--- src/rtl/legv8_pkg.sv ---
// Shared LEGv8 fetch definitions: widths, the halt encoding, the fetch
// state enum and the branch-offset sign-extension helper.
package legv8_pkg;

    localparam int ADDR_W = 16;   // ROM word-address width; the PC counts in words
    localparam int DATA_W = 32;   // instruction width
    localparam int OFF_W  = 26;   // B-format imm26 signed word offset

    localparam logic [ADDR_W-1:0] RESET_PC = 16'h0000;
    localparam logic [DATA_W-1:0] BR_XZR   = 32'hD60003E0;  // ROM fill word, stops fetch

    typedef enum logic [1:0] {
        FETCH  = 2'd0,   // normal fetch
        DRAIN  = 2'd1,   // halt word presented, fetch stopped
        HALTED = 2'd2    // idle until resume or redirect
    } fetch_state_e;

    // Sign-extend (or truncate) a branch offset to PC width. The signed cast
    // makes the size cast replicate the sign bit when OFF_W < ADDR_W; when
    // OFF_W >= ADDR_W it keeps the low bits, which is the modulo-2^ADDR_W
    // result the PC arithmetic wants anyway.
    function automatic logic [ADDR_W-1:0] sext_off(input logic [OFF_W-1:0] offset);
        return ADDR_W'($signed(offset));
    endfunction

endpackage

--- src/rtl/branch_target_adder.sv ---
// Branch target: PC of the taken branch plus its sign-extended word offset,
// wrapping modulo 2^ADDR_W.
module branch_target_adder
    import legv8_pkg::*;
(
    input  logic [ADDR_W-1:0] pc_i,
    input  logic [OFF_W-1:0]  offset_i,
    output logic [ADDR_W-1:0] target_o
);

    // Carry out of the top bit is dropped, giving the wrap-around target.
    assign target_o = pc_i + sext_off(offset_i);

endmodule

--- src/rtl/ifetch_sequencer.sv ---
// Instruction-fetch controller: owns the PC, addresses the combinational ROM,
// registers the returned word into a one-entry valid/ready output stage,
// takes branch redirects from execute and halts on the BR XZR fill word.
module ifetch_sequencer
    import legv8_pkg::*;
(
    input  logic              clock,
    input  logic              reset,
    output logic [ADDR_W-1:0] rom_address,
    input  logic [DATA_W-1:0] rom_data,
    output logic [DATA_W-1:0] instr,
    output logic [ADDR_W-1:0] instr_pc,
    output logic              instr_valid,
    input  logic              instr_ready,
    input  logic              redirect,
    input  logic [ADDR_W-1:0] redirect_pc,
    input  logic [OFF_W-1:0]  redirect_offset,
    input  logic              resume,
    output logic              halted
);

    fetch_state_e      state_q;
    logic [ADDR_W-1:0] pc_q;
    logic [ADDR_W-1:0] pc_d;
    logic [DATA_W-1:0] instr_q;
    logic [ADDR_W-1:0] instr_pc_q;
    logic              instr_valid_q;
    logic              halted_q;
    logic [ADDR_W-1:0] redirect_target;
    logic              load;
    logic              accept;

    branch_target_adder u_branch_target_adder (
        .pc_i     (redirect_pc),
        .offset_i (redirect_offset),
        .target_o (redirect_target)
    );

    // The output stage refills whenever it is empty or being drained this cycle.
    assign load   = (state_q == FETCH) && (!instr_valid_q || instr_ready);
    assign accept = instr_valid_q && instr_ready;
    assign pc_d   = pc_q + ADDR_W'(1);

    // Fetch FSM: reset, then redirect, then the per-state fetch/drain/resume rules.
    // NOTE: sequential state uses non-blocking assignments so every register
    // samples the pre-edge values, independent of statement order.
    always_ff @(posedge clock) begin
        // NOTE: reset is synchronous, so it is tested inside the clocked block
        // and appears nowhere in the sensitivity list.
        if (reset) begin
            state_q       <= FETCH;
            pc_q          <= RESET_PC;
            instr_q       <= '0;
            instr_pc_q    <= '0;
            instr_valid_q <= 1'b0;
            halted_q      <= 1'b0;
        end else if (redirect) begin
            // The word on rom_data this cycle belongs to the wrong path: drop it.
            state_q       <= FETCH;
            pc_q          <= redirect_target;
            instr_valid_q <= 1'b0;
            halted_q      <= 1'b0;
        end else begin
            case (state_q)
                FETCH: begin
                    if (load) begin
                        instr_q       <= rom_data;
                        instr_pc_q    <= pc_q;
                        instr_valid_q <= 1'b1;
                        pc_q          <= pc_d;
                        if (rom_data == BR_XZR) begin
                            state_q <= DRAIN;
                        end
                    end
                end
                DRAIN: begin
                    if (accept) begin
                        state_q       <= HALTED;
                        halted_q      <= 1'b1;
                        instr_valid_q <= 1'b0;
                    end
                end
                HALTED: begin
                    if (resume) begin
                        state_q  <= FETCH;
                        pc_q     <= RESET_PC;
                        halted_q <= 1'b0;
                    end
                end
                default: begin
                    state_q <= FETCH;
                end
            endcase
        end
    end

    assign rom_address = pc_q;
    assign instr       = instr_q;
    assign instr_pc    = instr_pc_q;
    assign instr_valid = instr_valid_q;
    assign halted      = halted_q;

endmodule

--- config.mk ---
export PLATFORM = sky130hd
export DESIGN_NAME = ifetch_sequencer
export DESIGN_NICKNAME = d
export VERILOG_FILES = /design/src/rtl/legv8_pkg.sv /design/src/rtl/branch_target_adder.sv /design/src/rtl/ifetch_sequencer.sv
export SDC_FILE = /design/constraint.sdc
export NUM_CORES = 1
export LEC_CHECK = 0
export CAP_MARGIN = 20
export CORE_UTILIZATION = 45
export CTS_BUF_LIST = sky130_fd_sc_hd__clkbuf_4
export CTS_CLUSTER_SIZE = 20
export DETAILED_ROUTE_END_ITERATION = 6
export PLACE_DENSITY = 0.83
export SLEW_MARGIN = 20
export SYNTH_ARGS = -nofsm -noshare
export SYNTH_HDL_FRONTEND = slang
export SYNTH_HIERARCHICAL = 1
export SYNTH_SLANG_ARGS = --single-unit
--- constraint.sdc ---
create_clock -name clock -period 2.81 [get_ports clock]
set_input_delay 0.4215 -clock clock [delete_from_list [all_inputs] [get_ports clock]]
set_output_delay 0.4215 -clock clock [all_outputs]
set_load 0.02 [all_outputs]
Yosys cells after proc, flatten, opt, wreduce, memory -nomap -nowiden --
Index checks and enable logic that the tools add are counted.
Operators by class: $add $sub $neg 2, eq/ne operators 9, mux-type cells 15, bitwise gates (word level) 1, reductions and logical operators 14
Operator list (count):
- $mux 16 | 3
- $eq 32x32->1 const B | 1
- $pmux 16 s2 | 1
- $add 16x1->16 const B | 1
- $add 16x16->16 | 1
- $reduce_and 3->1 | 4
- $mux 2 | 4
- $ne 2x2->1 const B | 3
- $ne 3x3->1 const B | 2
- $pmux 2 s3 | 1
- $mux 1 | 4
- $pmux 1 s2 | 2
- $reduce_and 4->1 | 1
- $reduce_bool 2->1 | 2
- $reduce_bool 3->1 | 1
- $eq 2x1->1 const B | 1
- $eq 2x2->1 const B | 1
- $logic_and 1x1->1 | 2
- $logic_not 2->1 | 1
- $ne 2x1->1 const B | 1
- $reduce_or 2->1 | 1
- $logic_not 1->1 | 1
- $logic_or 1x1->1 | 1
- $not 1->1 | 1
Storage, ports and cells: register bits 68, bits of input ports 79, output and inout port bits 66, word-level logic and storage cells 47

Longest topological paths before layout --
Gate-level depths: netlist (run 1).
word-level depth 6, gate-level depth with buffers 9, mapped depth without buffers 9

By module --
The synthesis (run 1) kept the hierarchy.
By module, submodules not included:
- ifetch_sequencer | instances 1, cells an instance 368, area each 2926.6 um2, sequential area each 1361.3 um2
- branch_target_adder | instances 1, cells an instance 98, area each 724.4 um2, sequential area each 0.0 um2

Worst setup path before layout (run 1) --
No wires, ideal clock.
path kind input-to-reg, start point in redirect_pc[0], end point reg pc_q[10] (netlist: rom_address[10]), library setup time 0.134 ns, arrival time 2.416 ns, required time 2.676 ns, slack 0.260 ns, stages 9, path buffers 0, cell sequence ha_1 > fa_1 > a21o_2 > a311oi_2 > o21ai_0 > a311oi_1 > nor3_1 > a221oi_1 > a211oi_1
On the way: cells in the longest elaborated chain, start to end 2
RTL lines:
- start, declared | line ifetch_sequencer.sv:16 | input logic [ADDR_W-1:0] redirect_pc,
- $add 16x16->16 | line branch_target_adder.sv:12 | assign target_o = pc_i + sext_off(offset_i);
- via redirect_target[10] | line ifetch_sequencer.sv:29 | logic [ADDR_W-1:0] redirect_target;
- $mux 16 | line ifetch_sequencer.sv:57 | end else if (redirect) begin
- end signal, assigned | line ifetch_sequencer.sv:60 | pc_q <= redirect_target;
- end signal, assigned | line ifetch_sequencer.sv:70 | pc_q <= pc_d;
- end, declared | line ifetch_sequencer.sv:23 | logic [ADDR_W-1:0] pc_q;
The timed path passes the listed nets, and every way through them passes these cells. A chain may end at the register's enable or synchronous reset.

Worst setup path in the final report (run 1) --
Same ends and word-level chain as after synthesis.

==> reports/metrics.yaml, run 1 <==
initial_core_util_pct: 47.0
syn_inst: 466
yosysMostFrequentCell: "nand2_1"
max_freq_mhz: 377
coreArea_mm2: 0.00777
numClockSinks: 68
gp_congestion: 0.876
drv_slew: 0
slowest_delay_ns: 0.40
max_slew_margin_pct: 61.4
die_w_um: 92.1
rows: 32
crit_type: "input pin to flip-flop"
crit_arrival_ns: 2.95
synthFlopType: "dfxtp_1"
die_h_um: 92.1
fin_skew_ns: 0.0104
yosys.area.top_type: "dfxtp_1"
antenna_cells: 0
worst_slew_pin_slew_ns: 0.578
timing.setup.tns_ns: 0
num_io_pins: 145
yosysSeqAreaShare_pct: 37.3
synth_warnings: 6
cts_tree: "yes"
grt_max_degree: 43
vdd_drop_max_v: 0.000315
grt-ovfl-total: 0
numCtsBuffers: 9
final_area_mm2: 0.00526
port_buffers: 134
placed_cell_area_mm2: 0.00512
die-area_mm2: 0.00848
required_ns: 3.11
antenna_found_initial: 0
synth-seq-cells: 68
synth.distinct_cells: 56
track_usage_pct: 25.3
fin_crit_ns: 2.65
drtPass1Iterations: 5
start_kind: "input pin"
ant_nets: 0
clk_latency_ns: 0.43
synth_edf_count: 0
p_leak_nw: 1.89
drc: 0
pwr_density_cell_mw_per_mm2: 458
wl_um: 10500
wl_per_cell_um: 14.8
area_growth_pct: 43.9
via_count: 4005
ys_async_sr_fraction_pct: 0
avgSynthCellArea_um2: 7.83
path_clk_slew_ns: 0.11
rsz0062_at_grt: "no"
cts_root_buf: "clkbuf_4"
nets: 695
dp_hpwl_um: 8010
synthTopCellsByCount: "nand2_1, a21oi_1, dfxtp_1"
hold_violations: 0
setup_viol_count_final: 0
grt_pass1_vias: 3789
timing.critical_path.fanout_max: 3
post-route-period-util_pct: 94.4
drv_cap: 0
critical_path.endpoint_type: "flip-flop"
hold_class: "input pin to flip-flop"
cp_slowest_cell: "clkdlybuf4s50_1"
h-tree-depth: 3
routed_via_density: 5.67
outcome: "finished, final reports clean"
drive_gt1_share_pct: 6.29
synth.top_cell.area_share_pct: 37.3
syn_area_mm2: 0.00365
grt_pass1_wl_um: 17200
syn_nets: 562
drt_iter0_markers: 281
clk_path_buf_depth: 2
crit_chain: "clkdlybuf4s50_1 > ha_1 > fa_1 > a21o_2 > a311oi_2 > o21ai_1 > a311oi_1 > nor3_1 > a221oi_1 > a211oi_1"
power.total_mw: 2.41
synth.area.top_cells: "dfxtp_1, nand2_1, a21oi_1"
flip-flops by register name, summed over array words and instances, names as in the netlist:
| register | flops |
|---|---|
| halted | 1 |
| instr_pc | 16 |
| instr_valid | 1 |
| instr | 32 |
| state_q | 2 |
| rom_address | 16 |
stage by stage:
step | setup slack (ns) | std cells | util (%) | hold WS [ns]
finish | 0.159 | 706 | 67.7 | 0.441
global route | 0.0115 | 706 | 67.7 | 0.450
CTS | 0.158 | 706 | 67.7 | 0.430
detailed placement | -0.301 | 690 | 65.9 | 0.447
global placement | -0.218 | 690 | 65.9 | 0.440
floorplan | 0.260 | 466 | - | 0.497
worst max-delay path: cells and delay by family:
family / cells / cell delay [ns]
buffers and inverters: 1 / 0.40
adder cells (fa/ha/maj): 2 / 0.63
AND/OR/NAND/NOR: 1 / 0.10
AO/OA/AOI/OAI: 6 / 1.38
report_power, final:
part | switching (mW) | leakage, nW | total, mW | internal (mW)
registers | 0.0671 | 0.558 | 1.09 | 1.03
clock network | 0.358 | 0.0693 | 0.623 | 0.266
logic | 0.344 | 1.26 | 0.689 | 0.345
total | 0.769 | 1.89 | 2.41 | 1.64
cell families (layout without fill, tap and decap cells):
family | Yosys count | after routing | share of synthesized area (%)
AOI/OAI and AO/OA | 129 | 129 | 22.1
xor gates and xnor gates | 17 | 17 | 4.08
and+or+nand+nor | 198 | 198 | 25.5
adders and majority gates | 17 | 17 | 6.03
buffers and inverters | 34 | 172 | 4.11
DFF | 68 | 68 | 37.3
muxes | 3 | 3 | 0.823
layout by cell type (no fill, tap or decap), drive strengths merged, types with 10 or more instances in the layout:
cell type	instances
ha	16
a21oi	72
o21ai	12
nand3	10
clkdlybuf4s50	133
nor2	12
xnor2	12
nand2	119
buf	15
dfxtp	68
path summary, 6_finish.rpt:
path,start,end,slack (ns),depth (start not counted)
hold / removal,reset,rom_address[1],0.44,2
setup reg to reg,rom_address[3],rom_address[12],0.76,4
setup / recovery,redirect_pc[0],rom_address[10],0.16,10
hold reg to reg,instr_pc[3],instr_pc[3],0.46,2
timing repair:
item	in CTS	in global routing
hold buffers	0	0
resized for setup	0	1
endpoints found under the setup margin	0	1
setup buffers	0	0
layer usage:
layer  vias to the layer above  GRT usage [%]  routed length [um]
li1                       1950              -                   -
met1                      1854           29.6                4170
met2                       173           43.9                5210
met3                        28           6.80                 797
met4                         0           9.64                 297
met5                         -              0                   0
area by class of cell:
type                            instances  area, um2
Fill cell                             661       2510
Inverter                                8       30.0
Clock buffer                            9       67.6
Multi-Input combinational cell        364       2150
Sequential cell                        68       1360
Timing Repair Buffer                  148       1450
Clock inverter                          7       67.6
Tap cell                              102        128
No activity file was read; power rests on OpenSTA's default activity.
==> run 2: changes to the inputs <==
--- a/config.mk
+++ b/config.mk
@@ -6,11 +6,15 @@
 export NUM_CORES = 1
 export LEC_CHECK = 0
 export CAP_MARGIN = 20
-export CORE_UTILIZATION = 45
+export CELL_PAD_IN_SITES_DETAIL_PLACEMENT = 1
+export CELL_PAD_IN_SITES_GLOBAL_PLACEMENT = 1
+export CORE_MARGIN = 2
+export CORE_UTILIZATION = 46
 export CTS_BUF_LIST = sky130_fd_sc_hd__clkbuf_4
 export CTS_CLUSTER_SIZE = 20
 export DETAILED_ROUTE_END_ITERATION = 6
-export PLACE_DENSITY = 0.83
+export DONT_BUFFER_PORTS = 1
+export PLACE_DENSITY_LB_ADDON = 0.1
 export SLEW_MARGIN = 20
 export SYNTH_ARGS = -nofsm -noshare
 export SYNTH_HDL_FRONTEND = slang
==> run 2 against run 1 <==
  * Non-clock buffer count is 132 lower
  * Count of clock-buffer cells in the layout is 1 higher
  * Maximum frequency is 15% higher
  * Sequential power is 6% higher
  * Clock power is 31% higher
  * Via count is 14% lower
  * Clock skew hardly changed
  * Die area is 2.2% higher
  * First-iteration DRC count is 33% lower
  * Global-route usage is 0.47 points lower
  * Critical path depth is 1 lower
  * Cell count is 19% lower
  * Critical path type unchanged
  * Largest cell class unchanged
  * Largest power group unchanged
  * Highest routed layer unchanged
==> reports/metrics.yaml, run 2 (synthesis gave the netlist of run 1 again) <==
outcome: "finished, final reports clean"
fin_crit_ns: 2.30  # -0.349 ns
rows: 32  # unchanged
crit_arrival_ns: 2.62  # -0.33 ns
rsz0062_at_grt: "no"
max_slew_margin_pct: 53.4  # -7.9 points
hold_class: "input pin to flip-flop"
post-route-period-util_pct: 81.9  # -12 points
most-common-layout-cells: "nand2_1, a21oi_1, dfxtp_1, ha_1, buf_4"
hold_slack_ns: 0.0565  # -0.385 ns
fin_skew_ns: 0.0107  # +0.000363 ns
placed_cell_area_mm2: 0.00380  # -26%
coreArea_mm2: 0.00773  # -0.52%
track_usage_pct: 24.8  # -0.47 points
drc: 0  # unchanged
drv_slew: 0  # unchanged
setup_viol_count_final: 0  # unchanged
nets: 563  # -19%
r2r-start: "instr_valid"
p_leak_nw: 1.43  # -24%
die-area_mm2: 0.00867  # +2.2%
gp_congestion: 0.821  # -6.2%
mostFrequentLayoutCell: "nand2_1"
postCtsResizedCells: 0  # unchanged
drv_cap: 0  # unchanged
h-tree-depth: 3  # unchanged
timing.critical_path.fanout_max: 3  # unchanged
via_count: 3458  # -14%
startpoint: "redirect_pc[0]"
reg2reg_slack_ns: 0.60  # -0.16 ns
start_kind: "input pin"
timing.setup.tns_ns: 0  # unchanged
vdd_drop_max_v: 0.000259  # -18%
crit_type: "input pin to flip-flop"
required_ns: 3.12  # about the same
grt_pass1_vias: 3441  # -9.2%
grt-ovfl-total: 0  # unchanged
reg2reg_to: "rom_address[11]"
routed_via_density: 6.02  # +6.2%
clk_path_buf_depth: 2  # unchanged
path_clk_slew_ns: 0.12  # about the same
slowest_delay_ns: 0.41  # about the same
port_buffers: 0  # -100%
crit_buf_inv: 0  # -1
drive_gt1_share_pct: 8.05  # +1.8 points
die_h_um: 93.1  # +1.1%
drt_iter0_markers: 187  # -33%
area_growth_pct: 8.91
ant_nets: 0  # unchanged
post_cts_buffers: 0  # unchanged
critical_path.endpoint_type: "flip-flop"
wl_um: 10700  # +2.2%
cts_tree: "yes"
min_path_cells: 1  # -1
hold_violations: 0  # unchanged
hp-start: "reset"
drtPass1Iterations: 4  # -1
final_area_mm2: 0.00398  # -24%
r2r_cells: 5  # +1
largest_reg_flops: 32  # unchanged
path_delay_family: "compound AO/OA/AOI/OAI gates"
hold_path_end: "instr[23]"
clk_latency_ns: 0.42  # about the same
dp_hpwl_um: 7850  # -2.0%
cts_hold_buf: 0  # unchanged
worst_slew_pin_slew_ns: 0.696  # +0.119 ns
antenna_cells: 0  # unchanged
antenna_found_initial: 0  # unchanged
grt_pass1_wl_um: 17000  # -0.84%
numClockSinks: 68  # unchanged
cts_root_buf: "clkbuf_4"
crit_chain: "ha_1 > fa_1 > a21o_2 > a311oi_2 > o21ai_0 > a311oi_1 > nor3_1 > a221oi_1 > a211oi_1"
die_w_um: 93.1  # +1.1%
grt_max_degree: 66  # +53%
max_freq_mhz: 434  # +15%
pwr_density_cell_mw_per_mm2: 599  # +31%
initial_core_util_pct: 47.2  # +0.24 points
num_io_pins: 145  # unchanged
numCtsBuffers: 9  # unchanged
cp_slowest_cell: "fa_1"
wl_per_cell_um: 18.7  # +26%
## run 2: cell type report
type / instances / area [um2]
fill: 968 / 3750
multi-input combinational: 364 / 2150
sequential: 68 / 1360
timing repair buffer: 16 / 133
tap: 102 / 128
clock inverter: 6 / 103
clock buffer: 10 / 75.1
inverter: 8 / 30.0
## run 2: routing by layer
metal,vias to the layer above,share of wire [%],global-route usage [%]
met4,0,1.4,7.11
met3,12,8.2,8.94
met5,-,0,0
li1,1678,-,-
met2,110,46,38.6
met1,1658,44,32.5
## run 2: worst max-delay path by stage
stage	depth (start not counted)	end	slack, ns
after floorplan	9	rom_address[10]	0.26
after global placement	9	rom_address[10]	0.12
after detailed placement	9	rom_address[10]	0.07
after CTS	9	rom_address[10]	0.54
after global routing	9	rom_address[10]	0.38
final	9	rom_address[10]	0.51
## run 2: power breakdown
part	switching, mW	total, mW	internal, mW
Sequential	0.134	1.16	1.03
Combinational	0.234	0.402	0.169
Clock	0.364	0.817	0.454
## run 2: through the flow
step           setup WS (ns)  util, %  power, mW  cells
2_1_floorplan          0.260        -       1.47    466
6_report               0.507     51.5       2.38    574
3_3_place_gp           0.123     49.2       1.57    558
3_5_place_dp          0.0743     49.2       1.58    558
5_1_grt                0.384     51.5       2.50    574
4_1_cts                0.540     51.5       2.40    574
==> run 3: changes to the inputs <==
--- a/config.mk
+++ b/config.mk
@@ -9,7 +9,7 @@
 export CELL_PAD_IN_SITES_DETAIL_PLACEMENT = 1
 export CELL_PAD_IN_SITES_GLOBAL_PLACEMENT = 1
 export CORE_MARGIN = 2
-export CORE_UTILIZATION = 46
+export CORE_UTILIZATION = 42
 export CTS_BUF_LIST = sky130_fd_sc_hd__clkbuf_4
 export CTS_CLUSTER_SIZE = 20
 export DETAILED_ROUTE_END_ITERATION = 6
==> constraint.sdc (replaced) <==
create_clock -name clock -period 2.1 [get_ports clock]
set_input_delay 0.315 -clock clock [delete_from_list [all_inputs] [get_ports clock]]
set_output_delay 0.315 -clock clock [all_outputs]
set_load 0.02 [all_outputs]
==> run 3 against run 2 <==
  * Critical path depth fell by 5
  * Routed wire length up 3.4%
  * Total power is 28% higher
  * Core utilization decreased by 1.5 points
  * Cell count grew 7.3%
  * Flip-flop and latch count stayed put
  * Register-to-register slack got worse by 0.42 ns
  * First-iteration DRC count shrank 24%
==> reports/metrics.yaml, run 3 (synthesis gave the netlist of run 1 again) <==
outcome: "finished, final reports clean"
drv_cap: 0  # unchanged
intPower_mw: 2.05  # +24%
antenna_found_initial: 0  # unchanged
setup_viol_count_final: 0  # unchanged
p_switching_mw: 1.00  # +37%
combPwrFrac_pct: 22.3  # +5.4 points
drtPass1Iterations: 4  # unchanged
critical_path.endpoint_type: "flip-flop"
area_growth_pct: 17.5
antenna_cells: 0  # unchanged
nFillCells: 1045  # +8.0%
path_delay_family: "compound AO/OA/AOI/OAI gates"
die_w_um: 97.2  # +4.5%
drive_gt1_share_pct: 12.2  # +4.2 points
numClockSinks: 68  # unchanged
max_freq_mhz: 522
grt_pass1_wl_um: 18300  # +7.3%
mostFrequentLayoutCell: "nand2_1"
reg2reg_slack_ns: 0.18  # -0.42 ns
worst_slew_pin_slew_ns: 0.570  # -0.127 ns
crit_arrival_ns: 2.21  # -0.41 ns
ant_nets: 0  # unchanged
crit_buf_inv: 0  # unchanged
gp_congestion: 0.822  # about the same
clock_power_share_pct: 28.0  # -6.3 points
grt_pass1_vias: 3607  # +4.8%
hold_violations: 0  # unchanged
fin_crit_ns: 1.92
numCtsBuffers: 9  # unchanged
required_ns: 2.39  # -0.73 ns
rows: 34  # +6.3%
crit_type: "flip-flop to flip-flop"
cts_root_buf: "clkbuf_4"
start_kind: "flip-flop"
cts_hold_buf: 16  # +16
track_usage_pct: 23.6  # -1.2 points
coreArea_mm2: 0.00859  # +11%
p_leak_nw: 1.58  # +11%
drc: 0  # unchanged
hold_slack_ns: 0.0323  # -0.0241 ns
postCtsResizedCells: 0  # unchanged
pwr_density_cell_mw_per_mm2: 710  # +19%
wl_per_cell_um: 18.0  # -3.6%
rsz0062_at_grt: "no"
drt_iter0_markers: 142  # -24%
clk_latency_ns: 0.42  # about the same
max_slew_margin_pct: 62.0  # +8.6 points
h-tree-depth: 3  # unchanged
dp_hpwl_um: 8060  # +2.7%
switching_share_pct: 32.8  # +2.1 points
pwr-share-seq_pct: 49.7  # +0.9 points
path_clk_slew_ns: 0.13  # about the same
initial_core_util_pct: 42.5  # -4.8 points
most-common-layout-cells: "nand2_1, a21oi_1, dfxtp_1, buf_4, dlygate4sd3_1"
timing.critical_path.fanout_max: 9  # +6
via_count: 3577  # +3.4%
num_io_pins: 145  # unchanged
vdd_drop_max_v: 0.000343  # +32%
die_h_um: 97.2  # +4.5%
routed_via_density: 5.81  # -3.6%
largest_reg_flops: 32  # unchanged
hold_class: "input pin to flip-flop"
crit_chain: "nor2b_1 > a21oi_1 > o311a_1 > a221o_1"
fin_ws_ns: 0.183  # -0.325 ns
timing.setup.tns_ns: 0  # unchanged
port_buffers: 0  # unchanged
grt-ovfl-total: 0  # unchanged
slowest_delay_ns: 0.51  # +0.10 ns
drv_slew: 0  # unchanged
nets: 599  # +6.4%
cts_tree: "yes"
dp_slack_ns: -0.232  # -0.306 ns
wl_um: 11100  # +3.4%
clk_path_buf_depth: 2  # unchanged
grt_max_degree: 57  # -14%
die-area_mm2: 0.00945  # +9.1%
post_cts_buffers: 0  # unchanged
post-route-period-util_pct: 91.3
fin_skew_ns: 0.0218  # +0.0110 ns
cp_slowest_cell: "nor2b_1"
run 3: cell types whose count changed in the layout (fill, tap and decap cells not counted), moves of 2 or more:
cell,previous run,this run
buf_4,15,34
clkinv_4,0,2
bufinv_16,3,1
clkinv_1,2,0
dlygate4sd3_1,0,16
run 3: per-layer routing:
metal / up-vias / track usage [%] / share of wire, % / routed length, um
li1: 1748 / - / - / -
met1: 1702 / 31.7 / 45 / 4940
met4: 0 / 5.66 / 0.90 / 100
met3: 11 / 6.83 / 7.5 / 832
met2: 116 / 37.7 / 47 / 5200
met5: - / 0 / 0 / 0
run 3: final cells by class:
class / instances / area (um2) / area share, %
tap: 108 / 135 / 3.15
sequential: 68 / 1360 / 31.7
clock buffer: 10 / 75.1 / 1.75
multi-input combinational: 364 / 2160 / 50.4
inverter: 8 / 30.0 / 0.700
timing repair buffer: 52 / 463 / 10.8
clock inverter: 6 / 65.1 / 1.52
run 3: power by group through the flow:
stage	logic, mW	registers, mW	clock network, mW
2_1_floorplan	0.396	1.58	0
3_3_place_gp	0.613	1.54	0
3_5_place_dp	0.631	1.55	0
4_1_cts	0.680	1.52	0.889
5_1_grt	0.760	1.53	0.932
6_report	0.679	1.52	0.855
run 3: worst paths after layout:
| path | start | endpoint | cells after the start |
|---|---|---|---|
| worst max-delay path | state_q[1] | rom_address[7] | 4 |
| worst min-delay path | rom_data[30] | instr[30] | 2 |
| worst max register to register | state_q[1] | rom_address[7] | 4 |
| worst min register to register | rom_address[0] | rom_address[0] | 2 |
run 3: per-stage QoR:
step,util (%),power (mW),cells,area (um2)
after floorplan,-,1.97,466,3670
after global placement,46.1,2.16,583,3960
after detailed placement,46.1,2.18,583,3960
after CTS,49.8,3.09,615,4280
after global routing,49.9,3.22,616,4290
final,49.9,3.05,616,4290
